## src/rtl/periph_timer_responder.sv

```systemverilog
// Peripheral bus responder: 64-bit free-running timer with compare/irq, status and scratch registers.
// Optional macro PERIPH_TIMER_PRESCALE_EN adds a 16-bit tick prescaler register at offset 0x28.
package structures;
  typedef enum logic [2:0] {
    NONE  = 3'd0,
    BYTE  = 3'd1,
    HALF  = 3'd2,
    WORD  = 3'd3,
    DWORD = 3'd4
  } mem_store_type_t;
endpackage

module periph_timer_responder
  import structures::*;
#(
  parameter logic [63:0] BASE_ADDR   = 64'h2000_0000,
  parameter int unsigned WAIT_STATES = 1
) (
  input  logic            clock,
  input  logic            reset,
  input  logic [63:0]     d_addr,
  input  logic [63:0]     d_wdata,
  input  mem_store_type_t d_store_type,
  input  logic            d_valid,
  output logic [63:0]     d_rdata,
  output logic            d_ready,
  output logic            irq
);
  typedef enum logic [1:0] {IDLE, WAIT, RESP} state_t;

  localparam logic [4:0] IDX_CTRL     = 5'd0;
  localparam logic [4:0] IDX_COUNT    = 5'd1;
  localparam logic [4:0] IDX_COMPARE  = 5'd2;
  localparam logic [4:0] IDX_STATUS   = 5'd3;
  localparam logic [4:0] IDX_SCRATCH  = 5'd4;
  localparam logic [4:0] IDX_PRESCALE = 5'd5;

  state_t          r_state, w_next;
  logic [3:0]      r_wcnt;
  logic [7:0]      r_addr;
  logic [63:0]     r_wdata;
  mem_store_type_t r_stype;

  logic [2:0]      r_ctrl;
  logic [63:0]     r_count, r_compare, r_scratch;
  logic            r_pending, r_irq;

  logic            w_sel, w_commit, w_aligned, w_we, w_tick, w_match;
  logic [7:0]      w_addr, w_bmask;
  logic [63:0]     w_wdata, w_wshift, w_wmask, w_old, w_merged;
  mem_store_type_t w_stype;
  logic [63:0]     w_regs [8];

`ifdef PERIPH_TIMER_PRESCALE_EN
  logic [15:0]     r_prescale, r_psc;
`endif

  assign w_sel = d_valid && (d_addr[63:8] == BASE_ADDR[63:8]);

  always_comb begin
    w_next = r_state;
    case (r_state)
      IDLE:    if (w_sel) w_next = (WAIT_STATES == 0) ? RESP : WAIT;
      WAIT:    if (r_wcnt <= 4'd1) w_next = RESP;
      RESP:    w_next = IDLE;
      default: w_next = IDLE;
    endcase
  end

  always_ff @(posedge clock or negedge reset) begin
    if (!reset) begin
      r_state <= IDLE;
      r_wcnt  <= 4'd0;
      r_addr  <= 8'd0;
      r_wdata <= 64'd0;
      r_stype <= NONE;
    end else begin
      r_state <= w_next;
      if (r_state == IDLE && w_sel) begin
        r_wcnt  <= 4'(WAIT_STATES);
        r_addr  <= d_addr[7:0];
        r_wdata <= d_wdata;
        r_stype <= d_store_type;
      end else if (r_state == WAIT) begin
        r_wcnt <= r_wcnt - 4'd1;
      end
    end
  end

  // With zero wait states the commit edge is also the acceptance edge, so use the live request.
  assign w_addr   = (r_state == IDLE) ? d_addr[7:0]  : r_addr;
  assign w_wdata  = (r_state == IDLE) ? d_wdata      : r_wdata;
  assign w_stype  = (r_state == IDLE) ? d_store_type : r_stype;
  assign w_commit = (r_state != RESP) && (w_next == RESP);

  always_comb begin
    w_aligned = 1'b0;
    w_bmask   = 8'h00;
    case (w_stype)
      BYTE:  begin w_aligned = 1'b1;                   w_bmask = 8'h01 << w_addr[2:0]; end
      HALF:  begin w_aligned = (w_addr[0] == 1'b0);    w_bmask = 8'h03 << w_addr[2:0]; end
      WORD:  begin w_aligned = (w_addr[1:0] == 2'b00); w_bmask = 8'h0F << w_addr[2:0]; end
      DWORD: begin w_aligned = (w_addr[2:0] == 3'b000); w_bmask = 8'hFF;               end
      default: ;
    endcase
    for (int i = 0; i < 8; i++) w_wmask[8*i +: 8] = {8{w_bmask[i]}};
  end

  assign w_wshift = w_wdata << {w_addr[2:0], 3'b000};
  assign w_we     = w_commit && (w_stype != NONE) && w_aligned;

  always_comb begin
    w_regs[0] = {61'd0, r_ctrl};
    w_regs[1] = r_count;
    w_regs[2] = r_compare;
    w_regs[3] = {63'd0, r_pending};
    w_regs[4] = r_scratch;
`ifdef PERIPH_TIMER_PRESCALE_EN
    w_regs[5] = {48'd0, r_prescale};
`else
    w_regs[5] = 64'd0;
`endif
    w_regs[6] = 64'd0;
    w_regs[7] = 64'd0;
  end

  assign w_old    = (w_addr[7:6] == 2'b00) ? w_regs[w_addr[5:3]] : 64'd0;
  assign w_merged = (w_old & ~w_wmask) | (w_wshift & w_wmask);

  assign d_ready = (r_state == RESP);
  assign d_rdata = (d_ready && r_addr[7:6] == 2'b00) ? w_regs[r_addr[5:3]] : 64'd0;
  assign irq     = r_irq;

`ifdef PERIPH_TIMER_PRESCALE_EN
  assign w_tick = r_ctrl[0] && (r_psc == r_prescale);
`else
  assign w_tick = r_ctrl[0];
`endif
  assign w_match = w_tick && (r_count == r_compare);

  // Bus writes to COUNT override the tick; a match setting pending overrides a same-cycle clear.
  always_ff @(posedge clock or negedge reset) begin
    if (!reset) begin
      r_ctrl    <= 3'd0;
      r_count   <= 64'd0;
      r_compare <= 64'hFFFF_FFFF_FFFF_FFFF;
      r_scratch <= 64'd0;
      r_pending <= 1'b0;
      r_irq     <= 1'b0;
    end else begin
      if (w_we && w_addr[7:3] == IDX_COUNT)  r_count <= w_merged;
      else if (w_match && r_ctrl[1])         r_count <= 64'd0;
      else if (w_tick)                       r_count <= r_count + 64'd1;

      if (w_match) r_pending <= 1'b1;
      else if (w_we && w_addr[7:3] == IDX_STATUS && w_wmask[0] && w_wshift[0]) r_pending <= 1'b0;

      if (w_we && w_addr[7:3] == IDX_CTRL)    r_ctrl    <= w_merged[2:0];
      if (w_we && w_addr[7:3] == IDX_COMPARE) r_compare <= w_merged;
      if (w_we && w_addr[7:3] == IDX_SCRATCH) r_scratch <= w_merged;
      r_irq <= r_pending & r_ctrl[2];
    end
  end

`ifdef PERIPH_TIMER_PRESCALE_EN
  always_ff @(posedge clock or negedge reset) begin
    if (!reset) begin
      r_prescale <= 16'd0;
      r_psc      <= 16'd0;
    end else if (w_we && w_addr[7:3] == IDX_PRESCALE) begin
      r_prescale <= w_merged[15:0];
      r_psc      <= 16'd0;
    end else if (!r_ctrl[0] || w_tick) begin
      r_psc <= 16'd0;
    end else begin
      r_psc <= r_psc + 16'd1;
    end
  end
`endif

endmodule

```

## config.mk

```make
export PLATFORM = sky130hd
export DESIGN_NAME = periph_timer_responder
export DESIGN_NICKNAME = d
export VERILOG_FILES = /design/src/rtl/periph_timer_responder.sv
export SDC_FILE = /design/constraint.sdc
export NUM_CORES = 1
export LEC_CHECK = 0
export CORE_ASPECT_RATIO = 0.75
export CORE_MARGIN = 1.5
export CORE_UTILIZATION = 55
export DETAILED_ROUTE_END_ITERATION = 8
export PLACE_DENSITY = 0.77
export SYNTH_ARGS = -nofsm -noshare
export SYNTH_HDL_FRONTEND = slang
export SYNTH_SLANG_ARGS = --single-unit
```

## constraint.sdc

```tcl
create_clock -name clock -period 4.2 [get_ports clock]
set_clock_uncertainty 0.2 [all_clocks]
set_input_delay 0.84 -clock clock [delete_from_list [all_inputs] [get_ports clock]]
set_output_delay 0.84 -clock clock [all_outputs]
set_load 0.02 [all_outputs]
```

==> flow_summary.ini <==
[timing]
finalCriticalPeriod_ns = 4.03
slew_headroom_pct = 25.6
setup_viol = 0
rsz0062_at_grt = false
slew_viol_final = 0
setup_tns_ns = 0
hold_viol_final = 0
fin_crit_sh_pct = 95.9
fmax_ghz = 0.248
tightest_slew_ns = 1.12

[yosys]
avgSynthCellArea_um2 = 8.57
synth_edf_count = 0
synth_common_cells = 235 x nand2_1, 214 x dfrtp_1, 206 x nor2_1, 184 x o21ai_0, 164 x mux2i_1
synth_top_cell_by_area = dfrtp_1
synth_seq_cells = 278
synth.distinct_cells = 94
yosys_warnings = 0
synthTopCellsByArea = dfrtp_1 26%, dfstp_2 8.3%, mux2i_1 8.1%
synth_ff_type = dfrtp_1
yosysMostFrequentCell = nand2_1
synth_area_mm2 = 0.0203
async_flop_share_pct = 100
ys_seq_area_share_pct = 34.7
syn_nets = 2502
syn_inst = 2365
netlist.area_leader.share_pct = 26.4

[floorplanning]
ios = 200
start_util_pct = 56.1
fp.dieW_um = 225
die-area_mm2 = 0.0380
rows = 60
die_h_um = 169
coreArea_mm2 = 0.0361

[place]
place_area_mm2 = 0.0230
dp_hpwl_mm = 55.5
io_buffer_count = 199
dp_cells = 2937
gp_congestion = 1.05

[power]
pwr_density_cell_mw_per_mm2 = 257
power_leakage_nw = 9.57
irDropWorstVdd_mv = 0.318

[global_routing]
grt_pass1_vias = 19497
grt_max_degree = 101
grt_use_total_pct = 40.8
grt-ovfl-total = 0
antenna_found_initial = 3
grt_pass1_wl_mm = 120

[cts]
cts_sinks = 278
cts_tree = built
insertion_delay_ns = 0.61
cts_made_buffers = 31
clock-root-buffer = clkbuf_16
clk_pin_slew_ns = 0.06
htreeDepth = 1
clk_path_buf_depth = 3

[outcome]
status = finished, final reports clean

[detailed_routing]
ant_nets = 0
routedWlPerCell_um = 26.2
dr.pass1.iters = 6
drt_iter0_drc = 3345
via_count = 20833
post_drt_via_cell_ratio = 6.94
routed_wl_mm = 78.6
drcViolationCount = 0

[layout]
fin_nets = 2615
fin_area_mm2 = 0.0241
area_growth_pct = 18.8
final_layout_size_suffix_gt1_share_pct = 15.3
n_fill_cell = 3016
finalNonFillerCells = 3003

[critical_path]
crit_arrival_ns = 2.99
rr_endpoint = r_scratch[45]
reg2reg_slack_ns = 0.47
reg2reg_from = r_state[0]
critPathRequiredTime_ns = 3.16
critPathKind = flop to primary output
reg2reg_depth = 9
startpoint_type = flop
critPathMaxFanout = 20
crit_path_end_kind = primary output

[flow_run]
maxCapViolCount = 0

[min_path]
min_path_type = input pin to async pin
-- area by class of cell --
cell class                 count  area, um2  share of cell area [%]
antenna                        4       10.0                  0.0416
clock buffer                  45        898                    3.73
clock inverter                13       96.3                   0.400
inverter                      26       97.6                   0.405
multi-input combinational   1837      12300                    50.9
sequential                   278       7040                    29.2
tap                          496        621                    2.58
timing repair buffer         304       3060                    12.7
-- cells in the final DEF, fill, tap and decap left out, types with 12 or more instances in the layout --
master / count
xnor2_1: 40
xor2_1: 43
nand3_1: 51
o21ai_1: 14
nor2b_1: 31
nor4_1: 35
nand4_1: 46
inv_1: 26
and2_1: 20
and4_1: 12
o2bb2ai_1: 25
mux2_2: 103
dfstp_2: 64
a31oi_1: 17
and3_1: 15
clkbuf_16: 31
nor3_1: 32
nand2_1: 233
buf_12: 22
a221oi_1: 17
o21ai_0: 184
a211oi_1: 62
a21oi_1: 141
buf_4: 84
nand2b_1: 38
a22oi_1: 112
nor2_1: 205
mux2i_1: 163
clkdlybuf4s50_1: 197
dfrtp_1: 211
-- metal layers --
layer,vias up,wire [um],global-route usage (%),share of wire (%)
met5,-,15,0,0.019
met4,2,3590,15.8,4.6
met3,225,10600,12.8,13
met2,1484,32200,58.2,41
met1,10175,32200,57.5,41
li1,8947,-,-,-
-- worst max-delay path, stage by stage, from the launching register on --
cell             delay (ns)
dfrtp_2                0.52
nand2b_2               0.34
nor2_4                 0.16
buf_4                  0.32
a21oi_1                0.26
nor2_1                 0.17
clkdlybuf4s50_1        0.63
-- registers in the layout, indices dropped and copies added, names as in the netlist --
signal and cells:
r_scratch 64, r_pending 1, r_state 2, irq 1, r_wdata 64, r_stype 3
r_addr 8, r_wcnt 4, r_count 64, r_compare 64, r_ctrl 3
-- cells by family (layout without fill, tap and decap cells) --
family                   after synthesis  after routing  share of synthesized area [%]
XOR/XNOR                              83             83                           3.59
buffers and inverters                250            388                           5.33
AND/OR/NAND/NOR                      769            769                           18.3
flip-flops                           278            278                           34.7
AO/OA/AOI/OAI                        708            708                           23.3
other                                  0              4                              0
multiplexers                         274            274                           14.6
adder cells (fa/ha/maj)                3              3                          0.185
-- report_power, final --
group | switching, mW | internal, mW | total [mW]
registers | 0 | 2.68 | 2.68
clock network | 1.21 | 1.54 | 2.75
logic | 0.455 | 0.295 | 0.749
-- stage by stage --
| step | hold WS, ns | worst slack [ns] | power (mW) | util, % |
|---|---|---|---|---|
| 6_report | 0.0486 | 0.171 | 6.18 | 66.7 |
| 5_1_grt | 0.147 | 0.0327 | 6.32 | 66.7 |
| 4_1_cts | 0.122 | 0.0378 | 6.17 | 66.7 |
| 3_5_place_dp | 0.289 | 0.307 | 3.45 | 63.7 |
| 3_3_place_gp | 0.280 | 0.376 | 3.44 | 63.7 |
| 2_1_floorplan | 0.267 | 1.08 | 3.04 | - |
-- how the worst max path moves through the flow --
stage               startpoint            end  slack (ns)
6_report             r_addr[4]    d_rdata[47]        0.17
5_1_grt             r_state[1]     d_rdata[6]        0.03
4_1_cts              r_addr[4]    d_rdata[47]        0.04
3_5_place_dp         d_addr[2]    r_count[21]        0.31
3_3_place_gp   d_store_type[0]    r_count[52]        0.38
2_1_floorplan  d_store_type[0]  r_scratch[48]        1.08
-- what timing repair did --
item / 4_1_cts / 5_1_grt
endpoints found under the setup margin: 18 / 6
hold buffers: 0 / 0
resized for setup: 0 / 2
buffers inserted: 4 / 0
No activity file was read; power rests on OpenSTA's default activity.
